**config.mk**
```make
export PLATFORM = sky130hd
export DESIGN_NAME = mc_controller_flat
export DESIGN_NICKNAME = d
export VERILOG_FILES = /design/src/rtl/mc_pkg.sv /design/src/rtl/mc_controller_if.sv /design/src/rtl/alu_decoder.sv /design/src/rtl/mc_controller.sv /design/src/flat_wrapper.sv
export SDC_FILE = /design/constraint.sdc
export NUM_CORES = 1
export LEC_CHECK = 0
export BUFFER_PORTS_ARGS = -buffer_cell sky130_fd_sc_hd__buf_2
export CORE_MARGIN = 1.5
export CORE_UTILIZATION = 40
export DETAILED_ROUTE_END_ITERATION = 10
export PLACE_DENSITY_LB_ADDON = 0.1
export SYNTH_ARGS = -nofsm -noshare
export SYNTH_HDL_FRONTEND = slang
export SYNTH_SLANG_ARGS = --single-unit
```
**constraint.sdc**
```tcl
create_clock -name clk -period 2.74 [get_ports clk]
set_clock_uncertainty 0.15 [all_clocks]
set_input_delay 0.137 -clock clk [delete_from_list [all_inputs] [get_ports clk]]
set_output_delay 0.137 -clock clk [all_outputs]
set_load 0.05 [all_outputs]
```
**src/rtl/mc_pkg.sv**
```systemverilog
// Shared types and encodings for the multi-cycle RV32I controller.
// MC_ILLEGAL_TRAP_EN adds the sticky StTrap state.
package mc_pkg;

  typedef enum logic [2:0] {
    StFetch,
    StDecode,
    StExec,
    StMem,
    StWb
`ifdef MC_ILLEGAL_TRAP_EN
    , StTrap
`endif
  } state_t;

  localparam logic [6:0] OP_R      = 7'b0110011;
  localparam logic [6:0] OP_I      = 7'b0010011;
  localparam logic [6:0] OP_LOAD   = 7'b0000011;
  localparam logic [6:0] OP_STORE  = 7'b0100011;
  localparam logic [6:0] OP_BRANCH = 7'b1100011;

  localparam logic [6:0] F7_ALT = 7'b0100000;

  localparam logic [3:0] ALU_ADD  = 4'b0000;
  localparam logic [3:0] ALU_SUB  = 4'b0001;
  localparam logic [3:0] ALU_SLT  = 4'b0011;
  localparam logic [3:0] ALU_SLTU = 4'b0100;
  localparam logic [3:0] ALU_XOR  = 4'b0101;
  localparam logic [3:0] ALU_SLL  = 4'b0110;
  localparam logic [3:0] ALU_SRL  = 4'b0111;
  localparam logic [3:0] ALU_SRA  = 4'b1000;
  localparam logic [3:0] ALU_OR   = 4'b1001;
  localparam logic [3:0] ALU_AND  = 4'b1010;

  // Base funct3 mapping; funct7 alternates (SUB/SRA) are resolved by the caller.
  function automatic logic [3:0] f3_to_aluop(input logic [2:0] f3);
    logic [3:0] op;
    case (f3)
      3'b000:  op = ALU_ADD;
      3'b001:  op = ALU_SLL;
      3'b010:  op = ALU_SLT;
      3'b011:  op = ALU_SLTU;
      3'b100:  op = ALU_XOR;
      3'b101:  op = ALU_SRL;
      3'b110:  op = ALU_OR;
      default: op = ALU_AND;
    endcase
    return op;
  endfunction

endpackage

```
**src/rtl/mc_controller_if.sv**
```systemverilog
// Shared instruction/data memory port between the controller and memory.
interface mc_controller_if;
  logic mem_req;
  logic mem_we;
  logic mem_sel;
  logic mem_ack;

  modport master (output mem_req, output mem_we, output mem_sel, input mem_ack);
  modport slave  (input mem_req, input mem_we, input mem_sel, output mem_ack);
endinterface

```
**src/rtl/alu_decoder.sv**
```systemverilog
// Combinational opcode/funct decode to ALU operation plus legality.
module alu_decoder
  import mc_pkg::*;
(
  input  logic [6:0] opcode,
  input  logic [2:0] funct3,
  input  logic [6:0] funct7,
  output logic [3:0] aluop,
  output logic       legal
);

  always_comb begin
    aluop = ALU_ADD;
    legal = 1'b0;
    case (opcode)
      OP_R: begin
        if (funct7 == 7'b0) begin
          legal = 1'b1;
          aluop = f3_to_aluop(funct3);
        end else if (funct7 == F7_ALT && funct3 == 3'b000) begin
          legal = 1'b1;
          aluop = ALU_SUB;
        end else if (funct7 == F7_ALT && funct3 == 3'b101) begin
          legal = 1'b1;
          aluop = ALU_SRA;
        end
      end
      OP_I: begin
        case (funct3)
          3'b001: begin
            legal = (funct7 == 7'b0);
            aluop = ALU_SLL;
          end
          3'b101: begin
            legal = (funct7 == 7'b0) || (funct7 == F7_ALT);
            aluop = (funct7 == F7_ALT) ? ALU_SRA : ALU_SRL;
          end
          default: begin
            legal = 1'b1;
            aluop = f3_to_aluop(funct3);
          end
        endcase
      end
      OP_LOAD, OP_STORE: legal = (funct3 == 3'b010);
      OP_BRANCH: begin
        legal = (funct3 == 3'b000);
        aluop = ALU_SUB;
      end
      default: legal = 1'b0;
    endcase
    if (!legal) aluop = ALU_ADD;
  end

endmodule

```
**src/rtl/mc_controller.sv**
```systemverilog
// Multi-cycle FETCH/DECODE/EXEC/MEM/WB control FSM for RV32I.
// Define MC_ILLEGAL_TRAP_EN to trap on illegal instructions instead of retiring them as NOPs.
module mc_controller
  import mc_pkg::*;
(
  input  logic                   clk,
  input  logic                   rst,
  input  logic [31:0]            instr,
  input  logic                   zero,
  mc_controller_if.master        mem,
  output logic                   ir_en,
  output logic                   pc_en,
  output logic                   pc_sel,
  output logic [3:0]             aluop,
  output logic                   alu_src_imm,
  output logic                   rf_en,
  output logic                   wb_sel,
  output logic                   illegal
);

  state_t     state_q, state_d;
  logic [6:0] opcode;
  logic [3:0] dec_aluop;
  logic       dec_legal;
  logic       is_load, is_store, is_branch, is_rtype;
  logic       drive_alu;
  logic       mem_req, mem_we, mem_sel;
  logic       unused_instr_bits;

  assign opcode    = instr[6:0];
  assign is_load   = (opcode == OP_LOAD);
  assign is_store  = (opcode == OP_STORE);
  assign is_branch = (opcode == OP_BRANCH);
  assign is_rtype  = (opcode == OP_R);
  assign unused_instr_bits = ^{instr[24:15], instr[11:7]};

  alu_decoder u_alu_decoder (
    .opcode (opcode),
    .funct3 (instr[14:12]),
    .funct7 (instr[31:25]),
    .aluop  (dec_aluop),
    .legal  (dec_legal)
  );

  always_ff @(posedge clk or posedge rst) begin
    if (rst) state_q <= StFetch;
    else     state_q <= state_d;
  end

  always_comb begin
    state_d = state_q;
    case (state_q)
      StFetch:  if (mem.mem_ack) state_d = StDecode;
`ifdef MC_ILLEGAL_TRAP_EN
      StDecode: state_d = dec_legal ? StExec : StTrap;
      StTrap:   state_d = StTrap;
`else
      StDecode: state_d = StExec;
`endif
      StExec: begin
        if (!dec_legal || is_branch)  state_d = StFetch;
        else if (is_load || is_store) state_d = StMem;
        else                          state_d = StWb;
      end
      StMem:    if (mem.mem_ack) state_d = is_load ? StWb : StFetch;
      StWb:     state_d = StFetch;
      default:  state_d = StFetch;
    endcase
  end

  // Outputs are forced low while rst is high; state is already StFetch then.
  always_comb begin
    mem_req   = 1'b0;
    mem_we    = 1'b0;
    mem_sel   = 1'b0;
    ir_en     = 1'b0;
    pc_en     = 1'b0;
    pc_sel    = 1'b0;
    rf_en     = 1'b0;
    wb_sel    = 1'b0;
    illegal   = 1'b0;
    drive_alu = 1'b0;
    if (!rst) begin
      case (state_q)
        StFetch: begin
          mem_req = 1'b1;
          ir_en   = mem.mem_ack;
        end
        StExec: begin
          drive_alu = 1'b1;
          if (!dec_legal || is_branch) pc_en = 1'b1;
          if (dec_legal && is_branch)  pc_sel = zero;
        end
        StMem: begin
          drive_alu = 1'b1;
          mem_req   = 1'b1;
          mem_sel   = 1'b1;
          mem_we    = is_store;
          pc_en     = is_store && mem.mem_ack;
        end
        StWb: begin
          drive_alu = 1'b1;
          rf_en     = 1'b1;
          wb_sel    = is_load;
          pc_en     = 1'b1;
        end
`ifdef MC_ILLEGAL_TRAP_EN
        StTrap:  illegal = 1'b1;
`endif
        default: ;
      endcase
    end
  end

  assign aluop       = drive_alu ? dec_aluop : ALU_ADD;
  assign alu_src_imm = drive_alu && dec_legal && !is_rtype && !is_branch;

  assign mem.mem_req = mem_req;
  assign mem.mem_we  = mem_we;
  assign mem.mem_sel = mem_sel;

endmodule

```
**src/flat_wrapper.sv**
```systemverilog
// flat-port wrapper written by rule: the top's interface ports become plain ports
module mc_controller_flat import mc_pkg::*;
  (clk, rst, instr, zero, ir_en, pc_en, pc_sel, aluop, alu_src_imm, rf_en, wb_sel, illegal, mem_mem_req, mem_mem_we, mem_mem_sel, mem_mem_ack);
  mc_controller_if mem_i ();
  input  logic clk;
  input  logic rst;
  input  logic [31:0] instr;
  input  logic zero;
  output logic ir_en;
  output logic pc_en;
  output logic pc_sel;
  output logic [3:0] aluop;
  output logic alu_src_imm;
  output logic rf_en;
  output logic wb_sel;
  output logic illegal;
  output wire logic [$bits(mem_i.mem_req)-1:0] mem_mem_req;
  output wire logic [$bits(mem_i.mem_we)-1:0] mem_mem_we;
  output wire logic [$bits(mem_i.mem_sel)-1:0] mem_mem_sel;
  input wire logic [$bits(mem_i.mem_ack)-1:0] mem_mem_ack;
  assign mem_mem_req = mem_i.mem_req;
  assign mem_mem_we = mem_i.mem_we;
  assign mem_mem_sel = mem_i.mem_sel;
  assign mem_i.mem_ack = mem_mem_ack;
  mc_controller u_core (.clk(clk), .rst(rst), .instr(instr), .zero(zero), .mem(mem_i), .ir_en(ir_en), .pc_en(pc_en), .pc_sel(pc_sel), .aluop(aluop), .alu_src_imm(alu_src_imm), .rf_en(rf_en), .wb_sel(wb_sel), .illegal(illegal));
endmodule
```
=== Yosys cells after proc, flatten, opt, wreduce, memory -nomap -nowiden ===
Index checks and enable logic that the tools add are counted.

* Add/subtract/negate cells: 0
* $mul: 0
* Div/mod/pow operators: 0
* Magnitude comparators: 0
* Equal/unequal tests: 18
* Shifts and indexed selects: 0
* Multiplexer cells: 41
* Bitwise logic cells: 0
* Reductions and logical operators: 20

{| class="wikitable"
|+ Operator list
! cell !! number
|-
| $pmux 4 s7 || 1
|-
| $mux 4 || 6
|-
| $mux 1 || 22
|-
| $eq 7x6->1 const B || 3
|-
| $pmux 4 s5 || 1
|-
| $mux 3 || 5
|-
| $eq 3x2->1 const B || 4
|-
| $eq 3x3->1 const B || 4
|-
| $pmux 3 s4 || 1
|-
| $pmux 4 s3 || 1
|-
| $pmux 4 s2 || 1
|-
| $eq 7x2->1 const B || 1
|-
| $eq 7x5->1 const B || 1
|-
| $eq 7x7->1 const B || 1
|-
| $logic_and 1x1->1 || 7
|-
| $logic_not 7->1 || 1
|-
| $eq 3x1->1 const B || 2
|-
| $logic_not 3->1 || 2
|-
| $ne 2x2->1 const B || 2
|-
| $pmux 1 s4 || 1
|-
| $reduce_or 2->1 || 2
|-
| $logic_not 1->1 || 3
|-
| $logic_or 1x1->1 || 3
|-
| $pmux 1 s3 || 1
|-
| other kinds (3) || 3
|}

* Register bits after elaboration: 3
* Latch bits: 0
* Memory bits (writable): 0
* Memory bits (read-only): 0
* Input bits: 36
* Output and inout bits: 14
* Logic and storage cells: 80
* Memories kept: 0

=== Logic depth before layout (Yosys ltp) ===
* Depth in word-level cells: 11
* Gate-level depth with buffers: 6

=== Cells and area by module ===
From an unflattened synthesis, not the netlist that was laid out.

* Cell total of the unflattened synthesis: 107
* Area total of the unflattened synthesis: 759.5 um^2

{| class="wikitable"
|+ Modules (own cells, without submodules)
! module !! instances !! cells an instance !! area each (um^2) !! sequential area each (um^2)
|-
| mc_controller || 1 || 56 || 437.9 || 75.1
|-
| alu_decoder || 1 || 51 || 321.6 || 0.0
|}

=== Least setup slack after synthesis ===
No wires, ideal clock.

* Path type: input-to-output
* Start: in instr[26]
* End: out pc_sel
* Arrival time: 2.535 ns
* Data required time: 2.453 ns
* Setup slack: -0.082 ns
* Stages on the path: 5
* Path buffers: 0
* Cell sequence: nor4_2 -> a311oi_1 -> o22ai_2 -> nor2_2 -> nor4_1

* Longest elaborated chain between the ends: 10

{| class="wikitable"
|+ RTL lines
! what !! line !! RTL
|-
| start: declaration || flat_wrapper.sv:7 || <nowiki>input logic [31:0] instr;</nowiki>
|-
| $eq 7x6->1 || alu_decoder.sv:20, alu_decoder.sv:23, alu_decoder.sv:35 ||
|-
| $logic_and 1x1->1 || alu_decoder.sv:23 || <nowiki>end else if (funct7 == F7_ALT && funct3 == 3'b101) begin</nowiki>
|-
| $mux 1 || alu_decoder.sv:23 ||
|-
| $mux 1 || alu_decoder.sv:20 || <nowiki>end else if (funct7 == F7_ALT && funct3 == 3'b000) begin</nowiki>
|-
| $mux 1 || alu_decoder.sv:17 || <nowiki>if (funct7 == 7'b0) begin</nowiki>
|-
| $pmux 1 s4 * || alu_decoder.sv:15 || <nowiki>case (opcode)</nowiki>
|-
| $logic_and 1x1->1 * || mc_controller.sv:92 || <nowiki>if (dec_legal && is_branch) pc_sel = zero;</nowiki>
|-
| $mux 1 * || mc_controller.sv:92 ||
|-
| $mux 1 * || mc_controller.sv:84 || <nowiki>case (state_q)</nowiki>
|-
| $mux 1 * || mc_controller.sv:83 || <nowiki>if (!rst) begin</nowiki>
|-
| end: declaration || flat_wrapper.sv:11 || <nowiki>output logic pc_sel;</nowiki>
|}

Mark *: on every way between the ends. The rest lies on a longest branch, timed or not.

=== Worst setup path after layout ===
* Start: in instr[26]
* End: out aluop[3]

* Longest elaborated chain between the ends: 8

{| class="wikitable"
|+ RTL lines
! what !! line !! RTL
|-
| $eq 7x6->1 || - ||
|-
| $logic_and 1x1->1 || alu_decoder.sv:23 ||
|-
| $mux 1 or $mux 4 (tied branches) || alu_decoder.sv:23 ||
|-
| $mux 1 or $mux 4 (tied branches) || alu_decoder.sv:20 ||
|-
| $mux 1 or $mux 4 (tied branches) || alu_decoder.sv:17 ||
|-
| $pmux 1 s4 or $pmux 4 s3 (tied branches) || alu_decoder.sv:15 ||
|-
| $mux 4 * || alu_decoder.sv:51 || <nowiki>if (!legal) aluop = ALU_ADD;</nowiki>
|-
| $mux 4 * || mc_controller.sv:115 || <nowiki>assign aluop = drive_alu ? dec_aluop : ALU_ADD;</nowiki>
|-
| end: declaration || flat_wrapper.sv:12 || <nowiki>output logic [3:0] aluop;</nowiki>
|}

Marked as above.

==> summary.md <==
| Metric | Value |
|---|---|
| CP delay by family, top | `simple AND/OR/NAND/NOR gates` |
| # nets final | `164` |
| Clock slew at reported path FFs | `0.04 ns` |
| Largest registers | `u_core.state_q (3)` |
| GP Congestion | `0.807` |
| ANT nets after route | `0` |
| H-Tree Level Count | `1` |
| Die height | `43.6 um` |
| RSZ-0062 raised after global routing | `false` |
| Worst-Skew Late Latency | `0.23 ns` |
| Yosys cell types | `38` |
| Fin area | `845 um^2` |
| Worst-path cell chain | `buf_2, nor4_2, a311oi_1, o22ai_2, o211ai_2, nor4b_2, buf_2` |
| Placed Area | `808 um^2` |
| Post-synth EDFFs | `0` |
| Crit path launch type | `primary input` |
| Cells after DPL | `138` |
| Clk sinks | `3` |
| Row count | `14` |
| Hold Violations, Final | `0` |
| Syn Nets | `130` |
| Via count | `791` |
| WS Path Type | `primary input to output pin` |
| CP Capture Type | `output pin` |
| CORE AREA | `1520 um^2` |
| Initial antenna violation count | `0` |
| TritonRoute pass-1 iters | `4` |
| Crit share post-route | `0.795` |
| Crit path max fanout | `5` |
| First-pass GRT wire length | `2930 um` |
| Synthesized area | `658 um^2` |
| Final Max Slew Viols | `0` |
| Final hold slack | `0.0912 ns` |
| Initial DRC Count | `18` |
| Most common cell after layout, fill and taps aside | `buf_2` |
| Crit-path max cell delay | `0.48 ns` |
| Status | `finished, final reports clean` |
| Max Clock Freq | `459 MHz` |
| Total power | `380 uW` |
| Inserted Clock Buffers | `3` |
| Post-DP HPWL | `1350 um` |
| Most frequent cells in the layout | `33 x buf_2, 12 x nand2_1, 11 x nor2_1` |
| DP Worst Slack | `0.582 ns` |
| P_leak | `0.393 nW` |
| PwrDens | `450 nW/um^2` |
| Clk root buf | `clkbuf_4` |
| Ranking of synthesized cells by area | `dfrtp_1 11%, nand2_1 6.8%, nor2_1 6.3%` |
| Max cap viols | `0` |
| Post CTS Setup Buffer Count | `0` |
| Min cycle time layout | `2.18 ns` |
| Die width | `43.6 um` |
| Die area | `1900 um^2` |
| Max FFs per register | `3` |
| Worst-path cell with the longest stage delay | `nor4_2` |
| CTS tree | `built` |
| CP Data Required Time | `2.45 ns` |
| Synth Warn # | `0` |
| Worst VDD drop | `326 uV` |
| Worst setup margin | `0.561 ns` |
| Diodes inserted | `0` |
| WL per Instance | `11.8 um` |
| Setup violations, final | `0` |
| Most frequent CP cell | `buf_2` |
| Synth top area share | `0.114` |
| Main synth FF type | `dfrtp_1` |
| Non-filler cells, final | `143` |
| Avg Inst Size Synth | `7.00 um^2` |
| Fin Setup TNS | `0 ns` |
| GR Util All Layers | `0.197` |
| Post-Synthesis Cells | `94` |
| Worst hold path class | `primary input to register` |
| Drt total wl | `1690 um` |
| Bufs and invs on worst path | `2` |
| Vias in the first global route | `686` |
| Sequential area share after synthesis | `0.114` |
| Drt drc | `0` |
| Worst Path Arrival | `1.89 ns` |
| Port-buffer cells | `33` |
| Yosys top cell by area | `dfrtp_1` |
| Max Root-Sink Buffers | `2` |
| Vias/cell | `5.53` |
| Synthesis-stage register bit count | `3` |
| Share of cells above drive strength 1 | `0.378` |
| Asr flop ratio synth | `1.00` |
| Starting density of the core | `0.432` |
| Global route total overflow | `0` |
| Largest net degree at the start of global routing | `13` |
| Biggest register | `u_core.state_q` |
| Final design utilization | `0.554` |
| IO Pins | `50` |
| Synth-to-Final Area Change | `28.3%` |
[Yosys cell counts, drive strengths merged, types with 3 or more instances]
library cell / instances
nand3b: 4
and3: 3
nand2: 12
buf: 4
inv: 3
nand4: 3
nor4: 4
o21ai: 4
dfrtp: 3
nor2b: 5
nand3: 4
nor2: 12
a21oi: 6
nand2b: 3
[worst min-delay path, delay by kind of cell]
kind,cells,cell delay (ns)
AOI/OAI and AO/OA,1,0.07
and+or+nand+nor,1,0.09
buffers and inverters,1,0.13
[routing by layer]
metal  wire length [um]  track usage  vias to the layer above
li1                   -            -                      421
met1                893        0.311                      344
met5                  0            0                        -
met4                  0       0.0364                        0
met3                 91       0.0375                        0
met2                704        0.274                       26
[power breakdown]
group / leakage [nW] / switching [mW] / internal, mW / total (mW)
Combinational: 0.339 / 0.137 / 0.0752 / 0.213
Sequential: 0.0391 / 0.0302 / 0.0588 / 0.0890
Clock: 0.0150 / 0.0237 / 0.0546 / 0.0783
[layout make-up]
type / count / area [um^2]
fill: 156 / 679
tap: 16 / 20.0
inverter: 3 / 11.3
clock buffer: 4 / 26.3
timing repair buffer: 34 / 175
multi-input combinational: 83 / 537
sequential: 3 / 75.1
[worst paths after layout]
path,from,endpoint,slack (ns),cells after the start
max,instr[26],aluop[3],0.56,7
min,mem_mem_ack,u_core.state_q[2],0.09,3
max reg2reg,u_core.state_q[2],u_core.state_q[2],1.42,4
min reg2reg,u_core.state_q[0],u_core.state_q[1],0.51,1
max in group asynchronous,rst,u_core.state_q[0],2.00,3
min in group asynchronous,rst,u_core.state_q[2],0.27,3
[cells by family after synthesis]
logic type,Yosys count,share of synthesized area
and+or+nand+nor,58,0.513
AOI/OAI and AO/OA,22,0.257
buffers and inverters,8,0.0798
DFF,3,0.114
muxes,2,0.0304
other,1,0.00570
[what timing repair did]
action,4_1_cts,5_1_grt
hold endpoints to repair,3,0
hold buffers,1,0
gates resized for setup,0,0
setup endpoints to repair,0,0
Note: power is estimated with default switching activity, not from simulation.
